`src/rtl/fpga_rst_seq.sv`:
```
// Clock/reset supervisor for the fpga_pll MMCM wrapper.
// Holds the MMCM in reset, qualifies LOCKED, then releases NUM_RST
// active-low synchronous resets one after another. Lock loss, lock
// timeout and software requests all restart the full sequence.
// Runs on the free-running reference clock only.
module fpga_rst_seq #(
    parameter int NUM_RST          = 3,
    parameter int SYNC_STAGES      = 3,
    parameter int LOCK_STABLE_CYC  = 64,
    parameter int STAGGER_CYC      = 16,
    parameter int LOCK_TIMEOUT_CYC = 4096,
    parameter int PLL_RST_CYC      = 8,
    parameter int CNT_W            = 8
) (
    input  logic               clk_in,
    input  logic               arst_n,
    input  logic               pll_lock,
    input  logic               sw_rst_req,
    output logic               pll_rst,
    output logic [NUM_RST-1:0] srst_n,
    output logic               all_rdy,
    output logic [CNT_W-1:0]   lock_loss_cnt,
    output logic               timeout_err
);

    // One shared phase timer, sized for the longest interval it has to count.
    localparam int MAX_AB = (LOCK_TIMEOUT_CYC > LOCK_STABLE_CYC) ? LOCK_TIMEOUT_CYC : LOCK_STABLE_CYC;
    localparam int MAX_CD = (STAGGER_CYC > PLL_RST_CYC) ? STAGGER_CYC : PLL_RST_CYC;
    localparam int MAX_T  = (MAX_AB > MAX_CD) ? MAX_AB : MAX_CD;
    localparam int TW     = $clog2(MAX_T + 1);

    localparam logic [TW-1:0]      TMR_ZERO  = TW'(0);
    localparam logic [TW-1:0]      TMR_ONE   = TW'(1);
    localparam logic [TW-1:0]      PLL_LAST  = TW'(PLL_RST_CYC - 1);
    localparam logic [TW-1:0]      TO_LAST   = TW'(LOCK_TIMEOUT_CYC - 1);
    localparam logic [TW-1:0]      STAB_LAST = TW'(LOCK_STABLE_CYC - 1);
    localparam logic [TW-1:0]      STG_LAST  = TW'(STAGGER_CYC - 1);
    localparam logic [NUM_RST-1:0] RST_NONE  = {NUM_RST{1'b0}};
    localparam logic [NUM_RST-1:0] RST_ALL   = {NUM_RST{1'b1}};
    localparam logic [NUM_RST-1:0] RST_FIRST = NUM_RST'(1);
    localparam logic [CNT_W-1:0]   LOSS_MAX  = {CNT_W{1'b1}};
    localparam logic [CNT_W-1:0]   LOSS_ONE  = CNT_W'(1);

    typedef enum logic [2:0] {
        ST_PLLRST    = 3'd0,
        ST_WAIT_LOCK = 3'd1,
        ST_STABLE    = 3'd2,
        ST_RELEASE   = 3'd3,
        ST_RUN       = 3'd4
    } state_e;

    state_e               state_q, state_d;
    logic [TW-1:0]        tmr_q, tmr_d;
    logic [SYNC_STAGES-1:0] sync_q;
    logic                 lock_s;
    logic                 pll_rst_q, pll_rst_d;
    logic [NUM_RST-1:0]   srst_n_q, srst_n_d;
    logic                 all_rdy_q, all_rdy_d;
    logic [CNT_W-1:0]     loss_q, loss_d;
    logic                 tout_q, tout_d;
    logic                 abort_s;
    logic                 lost_s;

    assign lock_s        = sync_q[SYNC_STAGES-1];
    assign pll_rst       = pll_rst_q;
    assign srst_n        = srst_n_q;
    assign all_rdy       = all_rdy_q;
    assign lock_loss_cnt = loss_q;
    assign timeout_err   = tout_q;

    // Bring the asynchronous MMCM LOCKED into the reference clock domain.
    always_ff @(posedge clk_in or negedge arst_n) begin
        if (!arst_n) begin
            sync_q <= {SYNC_STAGES{1'b0}};
        end else begin
            sync_q <= {sync_q[SYNC_STAGES-2:0], pll_lock};
        end
    end

    // Sequencer decisions: next phase, timer, and the registered outputs.
    always_comb begin
        state_d   = state_q;
        tmr_d     = tmr_q;
        srst_n_d  = srst_n_q;
        all_rdy_d = all_rdy_q;
        tout_d    = tout_q;
        pll_rst_d = 1'b0;
        abort_s   = 1'b0;
        lost_s    = 1'b0;
        case (state_q)
            ST_PLLRST: begin
                // Software requests are deliberately ignored while the MMCM is held.
                if (tmr_q == PLL_LAST) begin
                    state_d = ST_WAIT_LOCK;
                    tmr_d   = TMR_ZERO;
                end else begin
                    tmr_d = tmr_q + TMR_ONE;
                end
            end
            ST_WAIT_LOCK: begin
                if (sw_rst_req) begin
                    abort_s = 1'b1;
                end else if (lock_s) begin
                    state_d = ST_STABLE;
                    tmr_d   = TMR_ZERO;
                end else if (tmr_q == TO_LAST) begin
                    tout_d  = 1'b1;
                    abort_s = 1'b1;
                end else begin
                    tmr_d = tmr_q + TMR_ONE;
                end
            end
            ST_STABLE: begin
                // A dropout here is a glitch: retry the lock wait, no loss event.
                if (sw_rst_req) begin
                    abort_s = 1'b1;
                end else if (!lock_s) begin
                    state_d = ST_WAIT_LOCK;
                    tmr_d   = TMR_ZERO;
                end else if (tmr_q == STAB_LAST) begin
                    state_d  = ST_RELEASE;
                    tmr_d    = TMR_ZERO;
                    srst_n_d = RST_FIRST;
                end else begin
                    tmr_d = tmr_q + TMR_ONE;
                end
            end
            ST_RELEASE: begin
                if (!lock_s) begin
                    lost_s  = 1'b1;
                    abort_s = 1'b1;
                end else if (sw_rst_req) begin
                    abort_s = 1'b1;
                end else if (srst_n_q[NUM_RST-1]) begin
                    state_d   = ST_RUN;
                    all_rdy_d = 1'b1;
                end else if (tmr_q == STG_LAST) begin
                    tmr_d    = TMR_ZERO;
                    srst_n_d = (srst_n_q << 1) | RST_FIRST;
                end else begin
                    tmr_d = tmr_q + TMR_ONE;
                end
            end
            ST_RUN: begin
                if (!lock_s) begin
                    lost_s  = 1'b1;
                    abort_s = 1'b1;
                end else if (sw_rst_req) begin
                    abort_s = 1'b1;
                end else begin
                    srst_n_d  = RST_ALL;
                    all_rdy_d = 1'b1;
                end
            end
            default: begin
                abort_s = 1'b1;
            end
        endcase

        // Every abort restarts from a full MMCM reset.
        if (abort_s) begin
            state_d   = ST_PLLRST;
            tmr_d     = TMR_ZERO;
            srst_n_d  = RST_NONE;
            all_rdy_d = 1'b0;
            pll_rst_d = 1'b1;
        end else begin
            pll_rst_d = (state_d == ST_PLLRST);
        end
    end

    // Saturating lock-loss event counter; one event per abort at most.
    always_comb begin
        if (lost_s && (loss_q != LOSS_MAX)) begin
            loss_d = loss_q + LOSS_ONE;
        end else begin
            loss_d = loss_q;
        end
    end

    // Sequencer state and output registers.
    always_ff @(posedge clk_in or negedge arst_n) begin
        if (!arst_n) begin
            state_q   <= ST_PLLRST;
            tmr_q     <= TMR_ZERO;
            pll_rst_q <= 1'b1;
            srst_n_q  <= RST_NONE;
            all_rdy_q <= 1'b0;
            loss_q    <= {CNT_W{1'b0}};
            tout_q    <= 1'b0;
        end else begin
            state_q   <= state_d;
            tmr_q     <= tmr_d;
            pll_rst_q <= pll_rst_d;
            srst_n_q  <= srst_n_d;
            all_rdy_q <= all_rdy_d;
            loss_q    <= loss_d;
            tout_q    <= tout_d;
        end
    end

endmodule
```
`config.mk`:
```
export PLATFORM = sky130hd
export DESIGN_NAME = fpga_rst_seq
export DESIGN_NICKNAME = d
export VERILOG_FILES = /design/src/rtl/fpga_rst_seq.sv
export SDC_FILE = /design/constraint.sdc
export NUM_CORES = 1
export LEC_CHECK = 0
export ABC_AREA = 1
export CAP_MARGIN = 20
export CORE_MARGIN = 1
export CORE_UTILIZATION = 30
export CTS_BUF_LIST = sky130_fd_sc_hd__clkbuf_8
export DETAILED_ROUTE_END_ITERATION = 7
export HOLD_SLACK_MARGIN = 0.06
export PLACE_DENSITY_LB_ADDON = 0.08
export SETUP_SLACK_MARGIN = 0.5
export SLEW_MARGIN = 20
export SYNTH_ARGS = -nofsm -noshare
export SYNTH_HDL_FRONTEND = slang
export SYNTH_SLANG_ARGS = --single-unit
```
`constraint.sdc`:
```
create_clock -name clk_in -period 1.9 [get_ports clk_in]
set_input_delay 0.285 -clock clk_in [delete_from_list [all_inputs] [get_ports clk_in]]
set_output_delay 0.285 -clock clk_in [all_outputs]
set_load 0.02 [all_outputs]
```
==> impl_metrics.yaml <==
route:
  vias_per_cell: 4.80
  drt-initial-drc-count: 97
  via_count: 2022
  wl_per_cell_um: 13.5
  ant_nets: 0
  first_pass_iters: 6
  drc: 2
  wl_um: 5700
global_routing:
  grt_start_max_net_pins: 34
  grt_pass1_vias: 2011
  grt_use_met2: 0.281
  top_usage_layer: "met2"
  grtUsageMet3: 0.0295
  grt_pass1_wl_um: 9460
  grt_overflow: 0
  grt_util_all_layers: 0.167
  antenna_found_initial: 0
  use_met1: 0.223
clocking:
  clk-insertion-delay-late_ps: 290
  hold_buffers: 0
  clk_pin_slew_ps: 80
  cts_tree: "done"
  cts_inserted_buffers: 5
  clockBufferDepth: 2
  clock_sinks: 33
  htreeDepth: 2
  clk_root_buffer_cell: "clkbuf_8"
timing:
  maxSlewHeadroom: 0.699
  rsz0062_at_grt: "yes"
  setup_violations: 0
  final-hold-violation-count: 0
  fin_crit_ps: 1720
  finClkSkew_ps: 6.38
  min_period_over_period: 0.904
  max_freq_mhz: 583
  maxSlewViolCount: 0
  worstMarginPinSlew_ps: 452
  setup-tns-final_ps: 0
synth:
  ys_types: 36
  synth.cell_area_sq_um: 2040
  synth_top_area_frac: 0.392
  synth.largest_area_cell: "dfrtp_1"
  yosys_warnings: 0
  synthTopCellsByArea: "dfrtp_1, nand2_1, nand3_1"
  synth_top_flop_cell: "dfrtp_1"
  netlist_instances: 276
  ys_async_sr_fraction: 1.00
  seq_area_frac_synth: 0.405
  avgSynthCellArea_sq_um: 7.40
  synth_seq_cells: 33
  synth_edf_count: 0
  synth_nets: 282
floorplan:
  start_util: 0.316
  die-area_sq_um: 7140
  dieHeight_um: 84.5
  rows: 29
  ioPinCount: 18
  fp.dieW_um: 84.5
  core_area_sq_um: 6460
cells_and_area:
  num-nets-final: 349
  drive_above_1_share: 0.369
  syn2layout_area_growth_pct: 43.8
  antenna_cells: 0
  nFillCells: 677
  fin_cells: 421
setup_path:
  path_class: "register to register"
  critPathLaunchType: "register"
  crit_top_cell: "nand2_4"
  critPathMaxFanout: 10
  required_ps: 2080
  critical_path_arrival_ps: 1900
  slowest_delay_ps: 440
  crit_path_top_delay_cell: "dfrtp_2"
  path_cells: "inv_4, nand2_2, inv_2, nand2_4, nand2_4, a21oi_4, nand3_4, inv_4, nand2_4, buf_6, nand3_1, o21ai_1"
  endpoint_kind: "register"
power_and_ir_drop:
  leakage_nw: 1.49
  power_mw: 2.50
  power_density_nw_per_um2: 852
  ir_drop_v: 0.000370
min_path:
  hold_path_class: "register to register"
job:
  maxCapViolCount: 0
place:
  dp_cells: 389
  hpwl_um: 3870
  globalplace.congestion: 0.849
  port_buffers: 17
status:
  outcome: "finished, violations left"
  violations: "DRC"
-- cells by family (layout without fill, tap and decap cells) --
| kind of cell | count (synthesis) | in the layout | share of synthesized area |
|---|---|---|---|
| xor+xnor | 8 | 8 | 0.0343 |
| compound gates | 23 | 23 | 0.0699 |
| simple gates | 164 | 165 | 0.383 |
| fa+ha+maj | 2 | 2 | 0.0123 |
| flops | 33 | 33 | 0.405 |
| buf+inv | 46 | 113 | 0.0956 |
-- cells in the final DEF (no fill, tap or decap), types with 7 or more instances in the layout --
cell type,netlist,routed
dfrtp_2,0,7
nand3_2,1,7
dfrtp_1,32,25
inv_2,5,8
dlygate4sd2_1,0,11
nor2_2,4,7
nor2_4,1,8
nand4_1,13,13
nand2_2,4,11
inv_1,36,31
nand2_1,67,58
nor2_1,31,21
buf_4,1,40
nand3_1,30,22
-- layer usage --
metal	share of wire	wire, um	vias to the layer above
li1	-	-	1026
met1	0.48	2740	953
met2	0.48	2740	38
met3	0.028	162	5
met4	0.010	57	0
met5	0	0	-
-- through the flow --
stage	hold slack [ps]	setup WS, ps	cell area, sq um	utilization
floorplan	-10.6	354	2090	-
global placement	334	-51.8	2500	0.386
detailed placement	335	-56.6	2500	0.386
CTS	354	187	2820	0.437
global route	367	73.8	2940	0.454
finish	352	183	2940	0.454
-- final cells by class --
cell class	count	area, sq um	area share
multi-input combinational	198	1220	0.415
sequential	33	836	0.285
timing repair buffer	63	529	0.180
inverter	42	165	0.0563
tap	77	96.3	0.0328
clock buffer	5	68.8	0.0234
clock inverter	3	22.5	0.00767
-- flip-flops by register name, indices dropped and copies added, names as in the netlist --
name	count
state_q	3
pll_rst	1
sync_q	3
all_rdy	1
srst_n	3
lock_loss_cnt	8
tmr_q	13
timeout_err	1
-- final timing paths --
kind | start | to | slack, ps | cells past startpoint
hold reg to reg | sync_q[1]$_DFF_PN0_ | sync_q[2]$_DFF_PN0_ | 350 | 0
setup / recovery | state_q[2]$_DFF_PN0_ | tmr_q[1]$_DFFE_PN0P_ | 180 | 12
max in group asynchronous | arst_n | state_q[2]$_DFF_PN0_ | 1150 | 2
hold / removal | sync_q[1]$_DFF_PN0_ | sync_q[2]$_DFF_PN0_ | 350 | 0
setup reg to reg | state_q[2]$_DFF_PN0_ | tmr_q[1]$_DFFE_PN0P_ | 180 | 12
min in group asynchronous | arst_n | srst_n[0]$_DFFE_PN0P_ | 410 | 2
-- synth_stat cells (2+ instances only) --
| cell type | n |
|---|---|
| and3_1 | 2 |
| nand4_1 | 13 |
| a21oi_1 | 6 |
| inv_1 | 36 |
| nand2_4 | 2 |
| nor2_2 | 4 |
| nand3_1 | 30 |
| nand2_2 | 4 |
| inv_2 | 5 |
| xnor2_1 | 5 |
| o21ai_1 | 3 |
| a31oi_1 | 2 |
| nor2_1 | 31 |
| o21ai_0 | 7 |
| nand2_1 | 67 |
| o21ai_2 | 2 |
| nor3_1 | 3 |
| ha_1 | 2 |
| buf_6 | 2 |
| xor2_1 | 3 |
| dfrtp_1 | 32 |
-- critical path: cells and delay by family, from the launching register on --
kind,cells,cell delay [ps]
simple gates,6,540
flops,1,440
buf+inv,4,370
compound gates,2,250
-- report_power, final --
part,internal (mW),switching (mW)
Clock,0.257,0.299
Combinational,0.447,0.572
Sequential,0.813,0.112
Total,1.52,0.983
-- timing repair --
item / in CTS / in global routing
setup endpoints to repair: 43 / 31
buffers inserted: 15 / 8
resized for setup: 50 / 17
gates cloned: 0 / 1
pin swaps: 17 / 5
(Power assumes the default switching activity.)
